<file path="config.mk">
export PLATFORM = sky130hd
export DESIGN_NAME = matrix_stream_serializer
export DESIGN_NICKNAME = d
export VERILOG_FILES = /design/src/rtl/matrix_stream_serializer.sv
export SDC_FILE = /design/constraint.sdc
export NUM_CORES = 1
export LEC_CHECK = 0
export BUFFER_PORTS_ARGS = -buffer_cell sky130_fd_sc_hd__buf_2
export CORE_UTILIZATION = 58
export DETAILED_ROUTE_END_ITERATION = 10
export HOLD_SLACK_MARGIN = 0.03
export PLACE_DENSITY = 0.89
export SLEW_MARGIN = 20
export SYNTH_ARGS = -nofsm -noshare
export SYNTH_HDL_FRONTEND = slang
export SYNTH_SLANG_ARGS = --single-unit
export TNS_END_PERCENT = 50
</file>
<file path="constraint.sdc">
create_clock -name clk -period 3.95 [get_ports clk]
set_input_delay 0.1975 -clock clk [delete_from_list [all_inputs] [get_ports clk]]
set_output_delay 0.1975 -clock clk [all_outputs]
set_load 0.02 [all_outputs]
</file>
<file path="src/rtl/matrix_stream_serializer.sv">
// Serializes a packed ROWS x COLS matrix into beats of LANES elements over a valid/ready stream.
// Optional macro MATRIX_STREAM_SERIALIZER_COL_MAJOR_EN enables column-major traversal selected by in_order.
module matrix_stream_serializer #(
    parameter int BIT_WIDTH = 4,
    parameter int ROWS      = 8,
    parameter int COLS      = 8,
    parameter int LANES     = 1,
    localparam int ROW_W    = (ROWS > 1) ? $clog2(ROWS) : 1,
    localparam int COL_W    = (COLS > 1) ? $clog2(COLS) : 1
) (
    input  logic                          clk,
    input  logic                          rst_n,
    input  logic                          in_valid,
    output logic                          in_ready,
    input  logic [ROWS*COLS*BIT_WIDTH-1:0] in_data,
    input  logic                          in_order,
    output logic                          out_valid,
    input  logic                          out_ready,
    output logic [LANES*BIT_WIDTH-1:0]    out_data,
    output logic                          out_first,
    output logic                          out_last,
    output logic [ROW_W-1:0]              out_row,
    output logic [COL_W-1:0]              out_col
);

    localparam int MAT_W  = ROWS * COLS * BIT_WIDTH;
    localparam int IDX_W  = (MAT_W > 1) ? $clog2(MAT_W) : 1;
    localparam int BEATS  = (ROWS * COLS) / LANES;
    localparam int BEAT_W = (BEATS > 1) ? $clog2(BEATS) : 1;

    localparam logic [BEAT_W-1:0] LAST_BEAT = BEAT_W'(BEATS - 1);
    localparam logic [ROW_W-1:0]  ROW_MAX   = ROW_W'(ROWS - 1);
    localparam logic [COL_W-1:0]  COL_MAX   = COL_W'(COLS - 1);

    typedef enum logic {
        IDLE   = 1'b0,
        STREAM = 1'b1
    } state_t;

    state_t             state;
    state_t             state_nxt;
    logic [MAT_W-1:0]   mat;
    logic [ROW_W-1:0]   row;
    logic [COL_W-1:0]   col;
    logic [BEAT_W-1:0]  beat;
    logic [ROW_W-1:0]   row_step;
    logic [COL_W-1:0]   col_step;
    logic               accept;
    logic               fire;
    logic               last_beat;

`ifdef MATRIX_STREAM_SERIALIZER_COL_MAJOR_EN
    logic               col_major;
`else
    logic               unused_in_order;
    assign unused_in_order = in_order;
`endif

    // Handshake: a finishing matrix frees the input in the same cycle for zero-bubble chaining.
    assign out_valid = (state == STREAM);
    assign last_beat = (beat == LAST_BEAT);
    assign fire      = out_valid && out_ready;
    assign in_ready  = rst_n && ((state == IDLE) || (fire && last_beat));
    assign accept    = in_valid && in_ready;

    assign out_first = out_valid && (beat == '0);
    assign out_last  = out_valid && last_beat;
    assign out_row   = row;
    assign out_col   = col;

    // NOTE: sequential state uses non-blocking (<=) so every register samples pre-edge values.
    always_ff @(posedge clk) begin
        if (!rst_n) begin
            state <= IDLE;
        end else begin
            state <= state_nxt;
        end
    end

    // NOTE: every always_comb output gets a default first, so no path can infer a latch.
    always_comb begin
        state_nxt = state;
        case (state)
            IDLE: begin
                if (accept) begin
                    state_nxt = STREAM;
                end
            end
            STREAM: begin
                if (fire && last_beat && !accept) begin
                    state_nxt = IDLE;
                end
            end
            default: state_nxt = IDLE;
        endcase
    end

    // Next lane-0 coordinates; row-major is the default walk, column-major overrides it.
    always_comb begin
        row_step = row;
        col_step = col;
        if (int'(col) + LANES >= COLS) begin
            col_step = '0;
            row_step = (row == ROW_MAX) ? '0 : row + ROW_W'(1);
        end else begin
            col_step = col + COL_W'(LANES);
        end
`ifdef MATRIX_STREAM_SERIALIZER_COL_MAJOR_EN
        if (col_major) begin
            if (int'(row) + LANES >= ROWS) begin
                row_step = '0;
                col_step = (col == COL_MAX) ? '0 : col + COL_W'(1);
            end else begin
                row_step = row + ROW_W'(LANES);
                col_step = col;
            end
        end
`endif
    end

    // NOTE: the held matrix is cleared on reset so out_data reads 0 until a new matrix arrives.
    always_ff @(posedge clk) begin
        if (!rst_n) begin
            mat       <= '0;
            row       <= '0;
            col       <= '0;
            beat      <= '0;
`ifdef MATRIX_STREAM_SERIALIZER_COL_MAJOR_EN
            col_major <= 1'b0;
`endif
        end else if (accept) begin
            mat       <= in_data;
            row       <= '0;
            col       <= '0;
            beat      <= '0;
`ifdef MATRIX_STREAM_SERIALIZER_COL_MAJOR_EN
            col_major <= in_order;
`endif
        end else if (fire) begin
            row  <= row_step;
            col  <= col_step;
            beat <= last_beat ? '0 : beat + BEAT_W'(1);
        end
    end

    // Element (r,c) lives at flat index c*ROWS+r; lanes walk along the current traversal axis.
    always_comb begin : lane_mux
        int               elem;
        logic [IDX_W-1:0] lsb;
        out_data = '0;
        for (int l = 0; l < LANES; l++) begin
            elem = (int'(col) + l) * ROWS + int'(row);
`ifdef MATRIX_STREAM_SERIALIZER_COL_MAJOR_EN
            if (col_major) begin
                elem = int'(col) * ROWS + int'(row) + l;
            end
`endif
            lsb = IDX_W'(elem * BIT_WIDTH);
            out_data[l*BIT_WIDTH +: BIT_WIDTH] = mat[lsb +: BIT_WIDTH];
        end
    end

endmodule

</file>
==> results of run 1 <==
==> kinds of logic after synthesis <==
family | synth area share (%)
compound gates | 13.4
xor+xnor | 0.453
fa+ha+maj | 0.539
buf+inv | 5.83
flops | 46.4
mux | 13.7
simple gates | 19.6
==> stage by stage <==
| step | setup slack, ns | hold WS [ns] | util [%] | instances |
|---|---|---|---|---|
| CTS | 0.613 | 0.202 | 83.8 | 2103 |
| detailed placement | 1.18 | 0.395 | 65.6 | 1793 |
| global placement | 1.14 | 0.391 | 65.6 | 1793 |
| floorplan | 1.63 | 0.306 | - | 1355 |
==> layer usage <==
metal	GRT overflow	track usage, %
met5	0	4.76
met1	0	51.9
met3	0	26.4
met4	2	46.0
met2	0	77.3
==> what timing repair did <==
| item | 4_1_cts |
|---|---|
| hold buffers | 258 |
| setup buffers | 0 |
| endpoints found under the hold margin | 260 |
==> impl_results.md, run 1 <==
- First error: [ERROR GRT-0116] Global routing finished with congestion. Check the congestion regions in the DRC Viewer.
- CTS buffer count: 28
- # clock sinks: 269
- Number of flops mapped to enable cells by yosys: 0
- Hpwl dp: 20200 µm
- Mapped Cells: 1355
- Vias in the first global route: 13900
- CTS resizes: 0
- Failing step: global routing
- Count leader, synth: nand2_1
- Die Height: approximately 140 µm
- GRT Total Usage: 51.4%
- Seq cells post-synth: approximately 270
- CTS Root Cell: clkbuf_16
- Synthesized cell area: ~12000 µm²
- Post-synthesis sequential area ratio: 46.4%
- Chip width: 143 µm
- Synth area leader: dfxtp_1
- Largest net degree at the start of global routing: around 160
- Post-synth top cells: 534 x nand2_1, 269 x dfxtp_1, 153 x o21ai_0
- Synth top area cells: dfxtp_1 46%, nand2_1 17%, mux4_2 12%, o21ai_0 6.6%, o21ai_1 4.7%
- Ys async rst share: 0%
- Post-synthesis average cell area: 8.56 µm²
- Yosys cell types: 45
- Port-buffer cells: 273
- Post-Syn Nets: roughly 1600
- H-tree levels: 1
- Top FF cell, synth: dfxtp_1
- Placer Congestion: 0.842
- First-pass GRT wire length: 77100 µm
- Ys Warns: 0
- Row cnt: 51
- Num ports: 275
- Total gr overflow: 2
- Area after DPL: 12800 µm²
- Initial Util: 59.4%
- Area share of the leading cell type in the synthesized netlist: 46.4%
- Run status: aborted with a tool error
- Clock buffer depth: 3
==> inputs of run 2 (changes only) <==
- CORE_UTILIZATION: 58 -> 40
- HOLD_SLACK_MARGIN: 0.03 -> not set
- PLACE_DENSITY: 0.89 -> not set
- PLACE_DENSITY_LB_ADDON: not set -> 0.15
==> run 2 against run 1 <==
The flow now finishes without violations. Synthesized cell count stayed put. Area after synthesis is the same.
==> impl_results.md, run 2 <==
- Run status: completed
- Static leakage: 6.55 nW
- Clk_skew: 0.0214 ns
- Max reg flops: 256
- Worst-path fanout max: 41
- Row cnt: 61
- Initial antenna violation count: 0
- Clock period minus worst slack: 3.56 ns
- Ys async rst share: 0%
- Largest registers: mat x256, beat x6
- Routed vias/inst: 4.90
- Placer Congestion: 0.812
- Total Wirelength: between 30000 and 40000 µm
- RR Endpoint: mat[109]
- Avg WL per Cell: around 16 µm
- Yosys cell types: between 40 and 50
- First-pass GRT wire length: 54000 µm
- CTS Root Cell: clkbuf_16
- Setup violators final: 0
- Number of flops mapped to enable cells by yosys: 0
- Reg-to-reg setup timing slack: 1.36 ns
- Vias in the first global route: 10700
- Worst R2R Start: beat[0]
- Filler instances: 2451
- Buffers inserted during post-CTS setup optimization: 0
- DR vias: about 11000
- Count leader, synth: nand2_1
- CP Capture Type: output port
- Clk Latency, worst-skew pair: roughly 0.55 ns
- Largest reg by FF count: mat
- Setup TNS: 0 ns
- Total gr overflow: 0
- Slew @ Worst Pin: 0.847 ns
- CTS buffer count: 30
- H-tree levels: 1
- Core Area: 28200 µm²
- Post-Syn Nets: around 1600
- Post-synth top cells: 534 x nand2_1, 269 x dfxtp_1, 153 x o21ai_0
- Num ports: 275
- ANT nets after route: 0
- Hpwl dp: between 20000 and 25000 µm
- Max-cap viol count: 0
- Area share of the leading cell type in the synthesized netlist: a little under half
- Synthesized cell area: 11600 µm²
- Pins Over Slew Limit: 0
- Hold Path Class: input pin to flip-flop
- CTS tree: yes
- Slew headroom: 43.4%
- Synth top area cells: dfxtp_1 46%, nand2_1 17%, mux4_2 12%, o21ai_0 6.6%, o21ai_1 4.7%
- Fmax: between 200 and 300 MHz
- Synth-to-layout area growth: 42.6%
- FF-to-FF path depth: 6
- End of the critical path: out_data[2]
- Antenna cells: 0
- Mapped Cells: approximately 1400
- Area after DPL: 13000 µm²
- Post-route cell area: 16500 µm²
- Clock buffer depth: 3
- Seq cells post-synth: 269
- Total chip power: 6.51 mW
- Most frequent cells in the layout: 534 x nand2_1, 272 x buf_2, 266 x dfxtp_1
- Die ar.: approximately 30000 µm²
- Port-buffer cells: 273
- CP Class: flip-flop to output port
- Final nets: 2085
- Critical path origin: out_row[0]
- Share of cells above drive strength 1: 22.0%
- Hold-fix buffers, CTS: 257
- Post-synthesis sequential area ratio: 46.4%
- Top FF cell, synth: dfxtp_1
- Chip width: 172 µm
- Cell Pwr Density: 394 nW/µm²
- Final hold violations: 0
- Post-synthesis average cell area: 8.56 µm²
- Arr. time, crit path: roughly 3.4 ns
- Crit start category: flip-flop
- CTS resizes: 0
- TritonRoute pass-1 iters: 4
- Clock transition at path regs: approximately 0.060 ns
- Synth area leader: dfxtp_1
- Initial Util: 41.2%
- DRC Markers: 0
- Worst IR Drop VDD: between 0.2 and 0.3 mV
- Ys Warns: 0
- RSZ-0062 raised after global routing: no
- GRT Total Usage: 23.2%
- WP data required: approximately 3.8 ns
- Largest net degree at the start of global routing: 170
- Most common cell after layout, fill and taps aside: nand2_1
- Initial drt markers: 745
- Ratio of final minimum period to clock period: between 90 and 100%
- # clock sinks: 269
- Die Height: 172 µm
==> run 2: kinds of logic (layout without fill, tap and decap cells) <==
logic type | count (synthesis) | in the layout | synth area share, %
buffers and inverters | 116 | 601 | 5.83
multiplexers | 80 | 80 | 13.7
adder cells (fa/ha/maj) | 5 | 5 | 0.539
AO/OA/AOI/OAI | 296 | 296 | 13.4
flip-flops | 269 | 269 | 46.4
XOR/XNOR | 6 | 6 | 0.453
AND/OR/NAND/NOR | 583 | 583 | 19.6
==> run 2: cell type report <==
type,instances,area [µm²],area share [%]
timing repair buffer,544,4130,24.9
sequential,269,5390,32.6
clock buffer,50,978,5.91
tap,378,473,2.86
inverter,4,15.0,0.0907
multi-input combinational,970,5540,33.5
clock inverter,3,15.0,0.0907
==> run 2: report_power, final <==
| part | leakage, nW | internal (mW) | switching [mW] |
|---|---|---|---|
| clock network | 0.493 | 1.67 | 1.08 |
| registers | 2.21 | 2.90 | 0.0919 |
| logic | 3.84 | 0.424 | 0.349 |
==> run 2: per-stage QoR <==
stage                     std cells  utilization (%)  setup WS, ns  hold WS (ns)
final                          2218             58.8         0.395        0.0361
after global placement         1908             46.1         0.999         0.397
after floorplan                1355                -          1.63         0.306
after detailed placement       1908             46.1         0.977         0.401
after CTS                      2218             58.8         0.390        0.0108
after global routing           2218             58.8         0.185        0.0312
==> run 2: how the worst min path moves through the flow <==
| stage | startpoint | to | slack [ns] | cells past startpoint |
|---|---|---|---|---|
| final | out_ready | beat[0] | 0.04 | 3 |
| after global routing | out_ready | beat[3] | 0.03 | 3 |
| after CTS | out_ready | beat[0] | 0.01 | 3 |
| after detailed placement | in_data[112] | mat[112] | 0.40 | 3 |
| after global placement | in_data[56] | mat[56] | 0.40 | 3 |
| after floorplan | in_data[0] | mat[0] | 0.31 | 2 |
==> run 2: critical path, cell delays in order, from the launching register on <==
cell      delay (ns)
dfxtp_4         0.70
buf_12          0.40
mux4_2          0.56
a22oi_1         0.25
nand2_1         0.15
o211ai_1        0.43
o21ai_1         0.12
buf_2           0.19
==> run 2: layer usage <==
metal / up-vias / routed length [µm] / global-route usage [%]
li1: 5500 / - / -
met1: 4972 / 15500 / 30.2
met2: 317 / 16500 / 38.4
met3: 85 / 1690 / 3.32
met4: 0 / 1440 / 10.1
met5: - / 0 / 0
(Power assumes the default switching activity.)
